==> config.mk <==
export PLATFORM = sky130hd
export DESIGN_NAME = shift_ctrl
export DESIGN_NICKNAME = d
export VERILOG_FILES = /design/src/rtl/shift_ctrl.sv
export SDC_FILE = /design/constraint.sdc
export NUM_CORES = 1
export LEC_CHECK = 0
export ABC_AREA = 0
export BUFFER_PORTS_ARGS = -buffer_cell sky130_fd_sc_hd__buf_2
export CAP_MARGIN = 20
export CORE_MARGIN = 5
export CORE_UTILIZATION = 30
export CTS_CLUSTER_DIAMETER = 40
export DETAILED_ROUTE_END_ITERATION = 12
export PLACE_DENSITY = 0.58
export SYNTH_ARGS = -nofsm -noshare
export SYNTH_HDL_FRONTEND = slang
export SYNTH_SLANG_ARGS = --single-unit
==> constraint.sdc <==
create_clock -name clk -period 2.7 [get_ports clk]
set_input_delay 0 -clock clk [delete_from_list [all_inputs] [get_ports clk]]
set_output_delay 0 -clock clk [all_outputs]
set_load 0.005 [all_outputs]
==> src/rtl/shift_ctrl.sv <==
`default_nettype none
// ============================================================================
// Module      : shift_ctrl
// Description : Multi-cycle sequencer that steps a single-bit shift unit
//               N times, feeding its result back each cycle.
// Revision    : 1.0 - initial release
// ============================================================================
module shift_ctrl #(
    parameter int W     = 16,
    parameter int AMT_W = 4
) (
    input  logic             clk,
    input  logic             reset,
    input  logic             start,
    input  logic [1:0]       op,
    input  logic [AMT_W-1:0] amount,
    input  logic [W-1:0]     operand,
    output logic [W-1:0]     sh_in,
    output logic [1:0]       sh_op,
    input  logic [W-1:0]     sh_out,
    output logic             busy,
    output logic             done,
    output logic [W-1:0]     result
);

    typedef enum logic [1:0] {
        S_IDLE = 2'd0,
        S_RUN  = 2'd1,
        S_DONE = 2'd2
    } state_t;

    state_t           r_state;
    logic [W-1:0]     r_value;
    logic [AMT_W-1:0] r_count;
    logic [1:0]       r_sh_op;
    logic             r_busy;
    logic             r_done;

    // The stored op doubles as the shift-unit code: it is only non-zero in RUN.
    always_ff @(posedge clk) begin
        if (!reset) begin
            r_state <= S_IDLE;
            r_value <= '0;
            r_count <= '0;
            r_sh_op <= 2'b00;
            r_busy  <= 1'b0;
            r_done  <= 1'b0;
        end else begin
            case (r_state)
                S_IDLE: begin
                    r_done <= 1'b0;
                    if (start) begin
                        r_value <= operand;
                        r_count <= amount;
                        r_busy  <= 1'b1;
                        if (amount == '0 || op == 2'b00) begin
                            r_state <= S_DONE;
                            r_done  <= 1'b1;
                            r_sh_op <= 2'b00;
                        end else begin
                            r_state <= S_RUN;
                            r_sh_op <= op;
                        end
                    end
                end
                S_RUN: begin
                    r_value <= sh_out;
                    r_count <= r_count - AMT_W'(1);
                    if (r_count == AMT_W'(1)) begin
                        r_state <= S_DONE;
                        r_done  <= 1'b1;
                        r_sh_op <= 2'b00;
                    end
                end
                S_DONE: begin
                    r_state <= S_IDLE;
                    r_done  <= 1'b0;
                    r_busy  <= 1'b0;
                    r_sh_op <= 2'b00;
                end
                default: begin
                    r_state <= S_IDLE;
                    r_done  <= 1'b0;
                    r_busy  <= 1'b0;
                    r_sh_op <= 2'b00;
                end
            endcase
        end
    end

    assign sh_in  = r_value;
    assign result = r_value;
    assign sh_op  = r_sh_op;
    assign busy   = r_busy;
    assign done   = r_done;

endmodule
`default_nettype wire
==> results of run 1 <==
-- cell families after synthesis --
| family | Yosys count | synth area share, % |
|---|---|---|
| flip-flops | 26 | 37.9 |
| AO/OA/AOI/OAI | 48 | 24.1 |
| adder cells (fa/ha/maj) | 2 | 1.82 |
| buffers and inverters | 31 | 17.8 |
| AND/OR/NAND/NOR | 56 | 18.4 |
-- through the flow --
stage          worst slack (ps)  cells  utilization, %
3_5_place_dp               1080    264            36.3
4_1_cts                     655    298            44.3
2_1_floorplan              1480    163               -
3_3_place_gp               1130    264            36.3
6_report                    647    298            44.3
5_1_grt                     488    298            44.3
-- Yosys cell counts (3+ instances only) --
cell type | n | area (um^2)
nand2_1 | 37 | 139
dfxtp_1 | 26 | 521
buf_4 | 17 | 128
a31oi_1 | 16 | 100
o21ai_1 | 15 | 75.1
buf_6 | 6 | 67.6
nor2_1 | 5 | 18.8
o22ai_1 | 4 | 25.0
inv_1 | 3 | 11.3
nand3_1 | 3 | 15.0
-- final cells by class --
type | instances | area [um^2] | share of cell area, %
inverter | 3 | 11.3 | 0.579
tap | 52 | 65.1 | 3.35
multi-input combinational | 106 | 608 | 31.3
sequential | 26 | 520 | 26.8
timing repair buffer | 108 | 698 | 35.9
clock buffer | 3 | 41.3 | 2.12
-- worst register-to-register path, cell delays in order, from the launching register on --
cell and delay, ps:
dfxtp_1 510, nor2b_2 420, buf_4 260, nand2_1 70, a31oi_1 170, dlygate4sd3_1 570
-- per-layer routing --
| layer | part of all wire, % | vias up |
|---|---|---|
| li1 | - | 721 |
| met1 | 44 | 602 |
| met2 | 49 | 49 |
| met3 | 6.3 | 4 |
| met4 | 1.5 | 0 |
| met5 | 0 | - |
-- where the power goes --
group | internal, mW | total (mW) | switching [mW]
logic | 0.188 | 0.346 | 0.158
registers | 0.435 | 0.477 | 0.0423
clock network | 0.100 | 0.227 | 0.126
-- repair_timing --
| action | in CTS | in global routing |
|---|---|---|
| endpoints found under the hold margin | 16 | 0 |
| hold buffers | 31 | 0 |
| setup buffers | 0 | 0 |
| setup endpoints to repair | 0 | 0 |
-- sequential cells by signal, summed over array words and instances (netlist names) --
register / cells
r_count: 4
result: 16
r_state: 2
sh_op: 2
done: 1
busy: 1
-- final timing paths --
kind | startpoint | end | cells after the start | slack, ps
max | r_state[0] | result[8] | 5 | 650
min | operand[15] | result[15] | 3 | -0.7
max reg2reg | r_state[0] | result[8] | 5 | 650
min reg2reg | sh_op[1] | sh_op[1] | 2 | 470
-- cell usage in the layout (no fill, tap or decap) --
cell and instances:
or3b_1 1, nor4_1 1, o221a_1 1, a21boi_1 2, nor2b_1 1, a2bb2oi_1 1, o211a_1 1, o21ai_1 15
dlygate4sd3_1 31, a311oi_2 1, o21ba_4 1, a211oi_1 1, a31oi_1 16, dfxtp_1 26, nor2_1 5, o22ai_1 4
nand3_1 3, buf_4 1, clkbuf_8 3, nor3b_1 1, nor2b_2 1, ha_1 2, nand2b_1 1, inv_1 3
a211o_1 1, o21ai_2 2, or2_2 1, nand3b_1 1, nand2_1 37, nor3_1 2, buf_2 76, o2111a_1 1
o31a_1 1, nor3b_2 1
==> summary.txt, run 1 <==
Clock network
  • Clock-pin slew on the worst setup and hold paths: approximately 100 ps
  • H-tree Lvls: 1
  • CTS buffer count: 3
  • Clock Tree Root: clkbuf_8
  • CTS tree: yes
  • Clk Latency, worst-skew pair: 270 ps
  • Clock Tree Buf Depth: 2
  • Clk sink count: 26
  • Post-cts gate resize count: 0

Global route
  • Total track usage: approximately an eighth
  • Largest net degree at the start of global routing: 35
  • First-pass GRT wire length: 6270 um
  • Grt ovf: 0
  • M2 GR Usage: 20.9%
  • M1 GR Usage: between 10% and 20%
  • Global Route met3 Usage: 2.31%
  • Antenna violations before repair: 0
  • Vias in the first global route: about 1.3k
  • Gr busiest metal: met2

Outcome
  • Failing checks: hold timing
  • Status: complete, but fails checks

Synth
  • Mapped Nets: a little over 200
  • Ys Warns: 0
  • Post-Syn Area: ~0.0014 mm^2
  • Post-synth EDFFs: 0
  • Synth cell types: 35
  • Post-synth ARST share: 0%
  • Synth Flop Type: dfxtp_1
  • Mean post-synth cell area: approximately 8.4 um^2
  • Mapped Cells: around 160
  • Seq cells post-synth: 26
  • Sequential area share after synthesis: 37.9%

Setup path
  • Crit path kind: flip-flop to flip-flop
  • Crit path max fanout: 12
  • Startpoint types: flip-flop
  • Delay-heaviest family, CP: buffers and inverters
  • Critical Path RT: 2920 ps
  • CP max stage cell: dlygate4sd3_1
  • Setup crit end kind: flip-flop
  • Crit path DAT: 2270 ps
  • Critical path, cell by cell: nor2b_2, buf_4, nand2_1, a31oi_1, dlygate4sd3_1
  • Crit path buffers/inverters: 2
  • Peak per-stage delay on the critical path: 570 ps

Cells and area
  • Area Overhead vs Synth: 41.7%
  • FILL cells: roughly 440
  • Layout cells sized above 1: a little over a third
  • # diodes: 0
  • Nets: around 290
  • Final Instance Area: 0.00194 mm^2

Detailed routing
  • Drt first-iter violations: 49
  • Final WL: around 3700 um
  • # DRC: 0
  • Routed via count: 1376
  • Via density: 4.62
  • Wire per inst: 12.3 um
  • Drt pass-1 iters: 4
  • DRT antenna net count: 0

STA
  • Max Fclk: 487 MHz
  • Final clock skew: 7.00 ps
  • Worst Max-Slew Pin Slew: about 640 ps
  • Endpoints failing hold: 1
  • Tcrit/Tclk final: 76.0%
  • Final setup viols: 0
  • Final setup TNS: 0 ps
  • Final hold slack: -0.726 ps
  • RSZ-0062 raised after global routing: false
  • Fin crit period: 2050 ps
  • Slew Limit Fails: 0
  • Slew HR: about 57%

Pwr
  • Peak supply drop: 0.191 mV
  • Total power: ~1.1 mW
  • PwrDens: around 540 mW/mm^2
  • Leakage: 0.958 nW

Placed design
  • PortBufs: between 70 and 80
  • Dpl hpwl: about 2500 um
  • Post-place instance area: 0.00159 mm^2
  • Placer's final routability congestion estimate: 0.790

Flow run
  • Max Cap Viol: 0

Min path
  • Worst min path class: input pin to flip-flop

Die
  • I/O Pins: 77
  • Core ar.: ~0.0044 mm^2
  • Die area: ~0.0060 mm^2
  • Die W: ~78 um
  • Die Y: between 70 and 80 um
  • Starting Density: between 30 and 40%
  • # rows: 24
(Power assumes the default switching activity.)
==> run 2, diff against run 1 <==
--- a/config.mk
+++ b/config.mk
@@ -12,7 +12,7 @@
 export CORE_UTILIZATION = 30
 export CTS_CLUSTER_DIAMETER = 40
 export DETAILED_ROUTE_END_ITERATION = 12
-export PLACE_DENSITY = 0.58
+export PLACE_DENSITY = 0.6
 export SYNTH_ARGS = -nofsm -noshare
 export SYNTH_HDL_FRONTEND = slang
 export SYNTH_SLANG_ARGS = --single-unit
==> constraint.sdc (replaced) <==
create_clock -name clk -period 1.7 [get_ports clk]
set_input_delay 0 -clock clk [delete_from_list [all_inputs] [get_ports clk]]
set_output_delay 0 -clock clk [all_outputs]
set_load 0.005 [all_outputs]
==> run 2 against run 1 <==
Effect of this change:
- the run now ends clean
- count of clock-buffer cells in the layout is 1 higher
- clock skew is 2.9 ps lower
- worst setup slack worse by 380 ps
- global-route usage is 0.79 points higher
- hold slack better by 7.6 ps
- cell area is 3.2% higher
- first-iteration DRC count is 24% lower
- sequential cell count stayed put
- sequential power is 59% higher
- largest cell class unchanged
- highest routed layer unchanged
==> summary.txt, run 2 (synthesis results as in run 1) <==
Setup path
  • Crit path DAT: 1630 ps (-640 ps)
  • Register-to-register setup slack: 270 ps (-380 ps)
  • Crit path buffers/inverters: 1 (-1)
  • R2R cell count: 4 (-1)
  • Setup crit end kind: flip-flop
  • Delay-heaviest family, CP: flip-flops
  • Critical path, cell by cell: nor2b_2, buf_4, nand2_1, o22ai_1
  • Crit path max fanout: 10 (-2)
  • Reg-to-reg endpoint: done
  • Critical Path RT: 1900 ps (-1020 ps)
  • Crit path kind: flip-flop to flip-flop
  • CP max stage cell: dfxtp_1
  • Worst path depth: 4 (-1)
  • Worst r2r src: r_state[0]
  • Startpoint types: flip-flop
  • Peak per-stage delay on the critical path: 520 ps (-50 ps)

Placed design
  • Dpl cells: 269 (+1.9%)
  • Post-place instance area: 0.00163 mm^2 (+2.4%)
  • Dpl hpwl: 2710 um (+8.8%)
  • PortBufs: 76 (unchanged)
  • Placer's final routability congestion estimate: 0.776 (-1.8%)
  • Setup WS pre-CTS: 276 ps (-809 ps)

Clock network
  • CTS tree: yes
  • H-tree Lvls: 1 (unchanged)
  • Hold_buf cts: 32 (+3.2%)
  • Post-cts gate resize count: 0 (unchanged)
  • Clock Tree Root: clkbuf_8
  • Post-CTS setup buffers: 0 (unchanged)
  • Clk Latency, worst-skew pair: 270 ps (about the same)
  • Clock-pin slew on the worst setup and hold paths: 90 ps (about the same)
  • CTS buffer count: 3 (unchanged)
  • Clk sink count: 26 (unchanged)
  • Clock Tree Buf Depth: 2 (unchanged)

Cells and area
  • Nets: 297 (+2.1%)
  • Most frequent cells in the layout: buf_2, nand2_1, dlygate4sd3_1
  • Commonest non-fill, non-tap cell in the layout: buf_2
  • Largest register FFs: 16 (unchanged)
  • Layout cells sized above 1: 36.8% (+1.4 points)
  • FILL cells: 419 (-5.4%)
  • Area of the multi-input gates: 608 um^2 (unchanged)
  • Reg area: 520 um^2 (unchanged)
  • Final Instance Area: 0.00201 mm^2 (+3.2%)
  • # diodes: 0 (unchanged)
  • Area Overhead vs Synth: 46.1%
  • Post-Layout Cell Count: 305 (+2.3%)

Global route
  • Grt ovf: 0 (unchanged)
  • Total track usage: 13.1% (+0.79 points)
  • Vias in the first global route: 1404 (+5.1%)
  • Largest net degree at the start of global routing: 29 (-17%)
  • First-pass GRT wire length: 6530 um (+4.2%)
  • Antenna violations before repair: 0 (unchanged)

Detailed routing
  • Drt pass-1 iters: 4 (unchanged)
  • DRT antenna net count: 0 (unchanged)
  • Drt first-iter violations: 37 (-24%)
  • # DRC: 0 (unchanged)
  • Wire per inst: 13.2 um (+7.0%)
  • Final WL: 4020 um (+9.5%)
  • Routed via count: 1416 (+2.9%)
  • Via density: 4.64 (+0.55%)

STA
  • Worst Max-Slew Pin Slew: 486 ps (-156 ps)
  • Endpoints failing hold: 0 (-1)
  • Slew HR: 67.6% (+10 points)
  • RSZ-0062 raised after global routing: false
  • Slew Limit Fails: 0 (unchanged)
  • Max Fclk: 698 MHz (+43%)
  • Final setup TNS: 0 ps (unchanged)
  • Final setup viols: 0 (unchanged)
  • Min setup slack post-route: 267 ps (-381 ps)
  • Final clock skew: 4.09 ps (-2.91 ps)
  • Fin crit period: 1430 ps (-619 ps)
  • Tcrit/Tclk final: 84.3% (+8.3 points)

Pwr
  • Logic pwr share: 31.8% (-1.2 points)
  • Clock share of power: 23.7% (+2.1 points)
  • Net Switching: 0.523 mW (+60%)
  • Sw Ratio: 30.7% (-0.48 points)
  • Leakage: 0.970 nW (+1.3%)
  • Peak supply drop: 0.397 mV (+110%)
  • Power Internal: 1.18 mW (+64%)
  • Sequential share of power: 44.6% (-0.8 points)
  • PwrDens: 850 mW/mm^2 (+57%)

Die
  • Core ar.: 0.00438 mm^2 (unchanged)
  • I/O Pins: 77 (unchanged)
  • Die area: 0.00603 mm^2 (unchanged)
  • # rows: 24 (unchanged)
  • Die W: 77.6 um (unchanged)
  • Die Y: 77.6 um (unchanged)
  • Starting Density: 31.3% (unchanged)

Min path
  • Hold path endpoint: sh_op[1]
  • Worst min path class: input pin to flip-flop
  • Hold path startpoint: op[1]
  • Hold Path Depth: 3 (unchanged)

Outcome
  • Status: finished, final reports clean

Flow run
  • Max Cap Viol: 0 (unchanged)
## run 2: cell types whose count changed in the layout (fill, tap and decap cells not counted), sizes merged
cell,before,now
dlygate4sd3,31,32
buf,77,82
clkbuf,3,4
## run 2: metrics by stage
stage                     power [mW]  hold WS, ps  util (%)
after floorplan                 1.15          150         -
after global placement          1.26          260      37.2
after detailed placement        1.26          269      37.2
after global routing            1.82         24.4      45.7
final                           1.71         6.83      45.7
after CTS                       1.72         6.08      45.7
## run 2: layout make-up
cell class | count | share of cell area (%)
Tap cell | 52 | 3.24
Inverter | 3 | 0.561
Multi-Input combinational cell | 106 | 30.3
Timing Repair Buffer | 114 | 37.2
Clock buffer | 4 | 2.74
Sequential cell | 26 | 26.0
## run 2: worst reg2reg max path, stage by stage, from the launching register on
cell,delay [ps]
dfxtp_1,520
nor2b_2,390
buf_4,230
nand2_1,80
o22ai_1,140
## run 2: how the worst max path moves through the flow
| stage | start | end | slack (ps) |
|---|---|---|---|
| after floorplan | r_count[1] | r_state[1] | 480 |
| after global placement | r_state[0] | r_state[0] | 300 |
| after detailed placement | r_state[0] | r_state[0] | 280 |
| after CTS | r_state[0] | r_state[0] | 250 |
| after global routing | r_state[0] | result[2] | 160 |
| final | r_state[0] | done | 270 |
## run 2: per-layer routing
metal  track usage, %  share of wire, %  wire, um
met2             22.8                49      1970
met5                0                 0         0
met1             15.7                44      1760
met4             4.98               1.5        61
met3             2.89               5.7       230
## run 2: power groups by stage
| stage | logic, mW | clock network [mW] | registers, mW |
|---|---|---|---|
| floorplan | 0.383 | 0 | 0.766 |
| global placement | 0.488 | 0 | 0.772 |
| detailed placement | 0.489 | 0 | 0.773 |
| CTS | 0.546 | 0.415 | 0.760 |
| global route | 0.607 | 0.443 | 0.775 |
| finish | 0.542 | 0.404 | 0.760 |
